### src/rtl/writeback_queue.sv
// writeback_queue: in-order FIFO of pending register writes feeding a
// registered register-file write port. Supports store-to-load style
// forwarding of the newest pending value for a probed register index.
module writeback_queue #(
  parameter int DEPTH = 4
) (
  input  logic                       CLK,
  input  logic                       Reset,
  input  logic                       wb_valid,
  input  logic [2:0]                 wb_address,
  input  logic [15:0]                wb_data,
  output logic                       wb_ready,
  input  logic                       Hold,
  output logic                       Reg_Write,
  output logic [2:0]                 Reg_input_address,
  output logic [15:0]                Reg_input_data,
  input  logic [2:0]                 lookup_address,
  output logic                       lookup_hit,
  output logic [15:0]                lookup_data,
  output logic [$clog2(DEPTH):0]     count
);
  localparam int AW = $clog2(DEPTH);
  localparam int CW = AW + 1;

  logic [2:0]    r_mem_addr [DEPTH];
  logic [15:0]   r_mem_data [DEPTH];
  logic [AW-1:0] r_head;
  logic [AW-1:0] r_tail;
  logic [CW-1:0] r_count;
  logic          r_wr;
  logic [2:0]    r_wr_addr;
  logic [15:0]   r_wr_data;

  logic          w_enq;
  logic          w_drn;
  logic          w_hit;
  logic [15:0]   w_hit_data;

  // Ready depends only on occupancy; a same-cycle drain does not open a slot.
  assign wb_ready = (r_count < CW'(DEPTH));
  assign w_enq    = wb_valid && wb_ready;
  assign w_drn    = (r_count != '0) && !Hold;

  // Entry storage: written at the tail on enqueue, never cleared.
  always_ff @(posedge CLK) begin
    if (w_enq && !Reset) begin
      r_mem_addr[r_tail] <= wb_address;
      r_mem_data[r_tail] <= wb_data;
    end
  end

  // Pointers and occupancy; reset discards anything pending.
  always_ff @(posedge CLK) begin
    if (Reset) begin
      r_head  <= '0;
      r_tail  <= '0;
      r_count <= '0;
    end else begin
      if (w_enq) r_tail <= r_tail + AW'(1);
      if (w_drn) r_head <= r_head + AW'(1);
      case ({w_enq, w_drn})
        2'b10:   r_count <= r_count + CW'(1);
        2'b01:   r_count <= r_count - CW'(1);
        default: r_count <= r_count;
      endcase
    end
  end

  // Output register: strobe for one cycle per drained entry, hold address/data otherwise.
  always_ff @(posedge CLK) begin
    if (Reset) begin
      r_wr      <= 1'b0;
      r_wr_addr <= '0;
      r_wr_data <= '0;
    end else if (w_drn) begin
      r_wr      <= 1'b1;
      r_wr_addr <= r_mem_addr[r_head];
      r_wr_data <= r_mem_data[r_head];
    end else begin
      r_wr      <= 1'b0;
    end
  end

  // Forwarding: output register is the oldest candidate, then FIFO oldest to
  // newest, so the last match (newest write) wins. The wb_* offer is not seen.
  always_comb begin
    w_hit      = r_wr && (r_wr_addr == lookup_address);
    w_hit_data = w_hit ? r_wr_data : 16'h0000;
    for (int i = 0; i < DEPTH; i++) begin
      if ((CW'(i) < r_count) &&
          (r_mem_addr[r_head + AW'(i)] == lookup_address)) begin
        w_hit      = 1'b1;
        w_hit_data = r_mem_data[r_head + AW'(i)];
      end
    end
  end

  assign lookup_hit        = w_hit;
  assign lookup_data       = w_hit_data;
  assign Reg_Write         = r_wr;
  assign Reg_input_address = r_wr_addr;
  assign Reg_input_data    = r_wr_data;
  assign count             = r_count;
endmodule

### config.mk
export PLATFORM = sky130hd
export DESIGN_NAME = writeback_queue
export DESIGN_NICKNAME = d
export VERILOG_FILES = /design/src/rtl/writeback_queue.sv
export SDC_FILE = /design/constraint.sdc
export NUM_CORES = 1
export LEC_CHECK = 0
export ABC_CLOCK_PERIOD_IN_PS = 7200
export CAP_MARGIN = 20
export CORE_MARGIN = 4
export CORE_UTILIZATION = 40
export DETAILED_ROUTE_END_ITERATION = 8
export PLACE_DENSITY = 0.66
export SLEW_MARGIN = 20
export SYNTH_ARGS = -nofsm -noshare
export SYNTH_HDL_FRONTEND = slang
export SYNTH_SLANG_ARGS = --single-unit
### constraint.sdc
create_clock -name CLK -period 7.2 [get_ports CLK]
set_input_delay 2.16 -clock CLK [delete_from_list [all_inputs] [get_ports CLK]]
set_output_delay 2.16 -clock CLK [all_outputs]
set_load 0.05 [all_outputs]
==> metrics.txt <==
setup tns final 0 ns; endpoint class of the critical path output port; Total Power 2.61 mW; H-tree levels 3; sequential fraction of the synthesis area 0.454; initial core utilization 0.412; final instance area about 0.0076 sq mm; Max-slew headroom 0.294; insertion delay to the later sink of the worst-skew pair 0.35 ns; worst hold path type flop to flop; RR Endpoint count[2]; YS warnings 0; Mapped Cells 485; Final ANT Viol Nets 0; Top Ports 67; Post-synth EDFFs between 70 and 80; ys async rst share 0; PnR worst setup slack between 0.4 and 0.5 ns; count of final hold-check violations 0; Pins Over Slew Limit 0; Vias approximately 4200; hpwl dp 9.91 mm; Psw 1.04 mW; CTS Sinks 105; total track usage 0.166; nets@finish 571; clock power share 0.168; # rows between 40 and 50; Slowest Stage Delay on Critical Path 0.56 ns; Die Wd between 100 and 150 um; most used cell, CP buf_4; Finished Layout Cells 752; Core Util, Final 0.494; CTS tree built; critical path class input pin to output port; CTS max path bufs 2; layout cells sized above 1 0.237; Synth top area share 0.362; CP Cell Sequence clkdlybuf4s50_1, xor2_1, and3_1, o211a_1, buf_4, nor3b_4, buf_4, a211oi_1, buf_12; critical path's slowest cell clkdlybuf4s50_1; clock slew at reported path FFs 0.07 ns; Worst Setup SP lookup_address[0]; DR vias/cell approximately 5.6; area leader, netlist edfxtp_1; Die Ht 134 um; Core ar. 0.0153 sq mm; Reg power frac 0.311; hold_buf cts 0; total wire length 14.8 mm; DRT Pass-1 Iters 4; vias in the first global route 4353; Worst EP arrival 4.64 ns; switching power share of the total 0.398; RSZ-0062 raised after global routing false; first-pass GRT wire length between 20 and 25 mm; worst reg-to-reg setup slack ~4.3 ns; sequential cell area 0.00287 sq mm; antenna violations before repair 0; Worst Skew 0.0177 ns; drt drc 0; syn nets 520; critical path launch point type input pin; Slew @ Worst Pin ~1.1 ns; end of the critical path lookup_data[13]; Root Buffer clkbuf_16; Port Buf Inserts 66; internal power 1.57 mW; Mapped Area between 0.006 and 0.007 sq mm; post-CTS setup buffer count 0; r2r startpoint count[0]; max-cap violations 0; CTS resizes 0; Die ar. roughly 0.018 sq mm; Num CTS Buffers 9; Hold Slack 0.479 ns; final setup vio count 0; Synth area leaders edfxtp_1 36%, mux4_2 26%, dfxtp_1 9.2%; GPL Wtd Cong 0.821; fill count between 1000 and 1500; Synth Register Bits 105; final worst-path cycle share 0.944; dpl cell area between 0.007 and 0.008 sq mm; CP required 5.04 ns; most frequent cell after synthesis edfxtp_1; total gr overflow 0; Reg2Reg Depth 8; Pwr Density 345 mW/mm^2; Syn-to-layout area delta 20.0%; Leak 2.49 nW; placed insts 736; crit path max fanout 15; Iter 0 DRT Violations between 200 and 300; fmax ~150 MHz; Distinct cells, synth 36; Mean Syn Cell Area 13.0 sq um; DR WL/cell around 20 um; Synth Flop Type edfxtp_1; largest net degree at the start of global routing 51; final worst path period need 6.80 ns; Worst VDD drop ~0.15 mV; dpl ws 0.404 ns; Inserted Diodes 0; Gate power share 0.521; multi-input logic area between 0.003 and 0.004 sq mm; top cells by count, synth 76 x edfxtp_1, 72 x mux4_2, 72 x nand2_1; status completed
## logic make-up (layout without fill, tap and decap cells)
family | Yosys count | count (layout) | synth area share
muxes | 93 | 93 | 0.290
buffers and inverters | 66 | 122 | 0.0444
and+or+nand+nor | 132 | 132 | 0.100
adders and majority gates | 9 | 9 | 0.0179
xor gates and xnor gates | 20 | 20 | 0.0278
AOI/OAI and AO/OA | 60 | 60 | 0.0657
DFF | 105 | 105 | 0.454
## worst min path at each step
stage                                  start            endpoint  cells after the start
final                      Reg_input_data[9]   Reg_input_data[9]                      2
after detailed placement   Reg_input_data[9]   Reg_input_data[9]                      2
after global placement     Reg_input_data[8]   Reg_input_data[8]                      2
after floorplan                    r_tail[0]           r_tail[0]                      2
after CTS                  Reg_input_data[9]   Reg_input_data[9]                      2
after global routing      Reg_input_data[12]  Reg_input_data[12]                      2
## placed cells by master, fill, tap and decap left out, types with 2 or more instances in the layout
cell type / n
and2_2: 4
xnor2_1: 16
clkdlybuf4s50_1: 49
nor2_1: 12
nand2_1: 72
or2_1: 2
buf_4: 19
a21oi_1: 21
clkinv_1: 4
edfxtp_1: 76
or2_0: 11
a211oi_1: 17
mux2i_1: 21
and4_1: 2
ha_1: 9
clkbuf_16: 9
or2_2: 3
nor3_1: 2
buf_12: 14
xor2_1: 4
dfxtp_1: 27
nand2b_1: 16
or3_1: 2
a2111oi_0: 16
inv_1: 24
o21ai_0: 3
mux4_2: 72
## routing by layer
layer  GRT usage  routed length [um]
met1       0.200                5990
met5           0                   0
met2       0.305                7970
met4      0.0491                 159
met3      0.0253                 722
## power by group through the flow
stage               Clock, mW  Sequential (mW)  Combinational, mW
finish                  0.438            0.812               1.36
global route            0.473            0.825               1.44
CTS                     0.449            0.814               1.37
detailed placement          0            0.827               1.37
global placement            0            0.822               1.35
floorplan                   0            0.884              0.859
## state kept, by name, summed over array words and instances, names as in the netlist, named ones only
register           cells
Reg_Write              1
Reg_input_address      3
Reg_input_data        16
count                  3
r_head                 2
r_mem_addr            12
r_mem_data            64
r_tail                 2
## critical path: cells and delay by family
family	cells	cell delay, ns
buffers and inverters	4	1.21
XOR/XNOR	1	0.24
AO/OA/AOI/OAI	2	0.33
AND/OR/NAND/NOR	2	0.68
## layout make-up
cell class / instances / area share
clock buffer: 9 / 0.0298
clock inverter: 7 / 0.00480
inverter: 24 / 0.0119
multi-input combinational: 314 / 0.419
sequential: 105 / 0.379
tap: 211 / 0.0349
timing repair buffer: 82 / 0.121
Power figures use the tool's default switching activity.
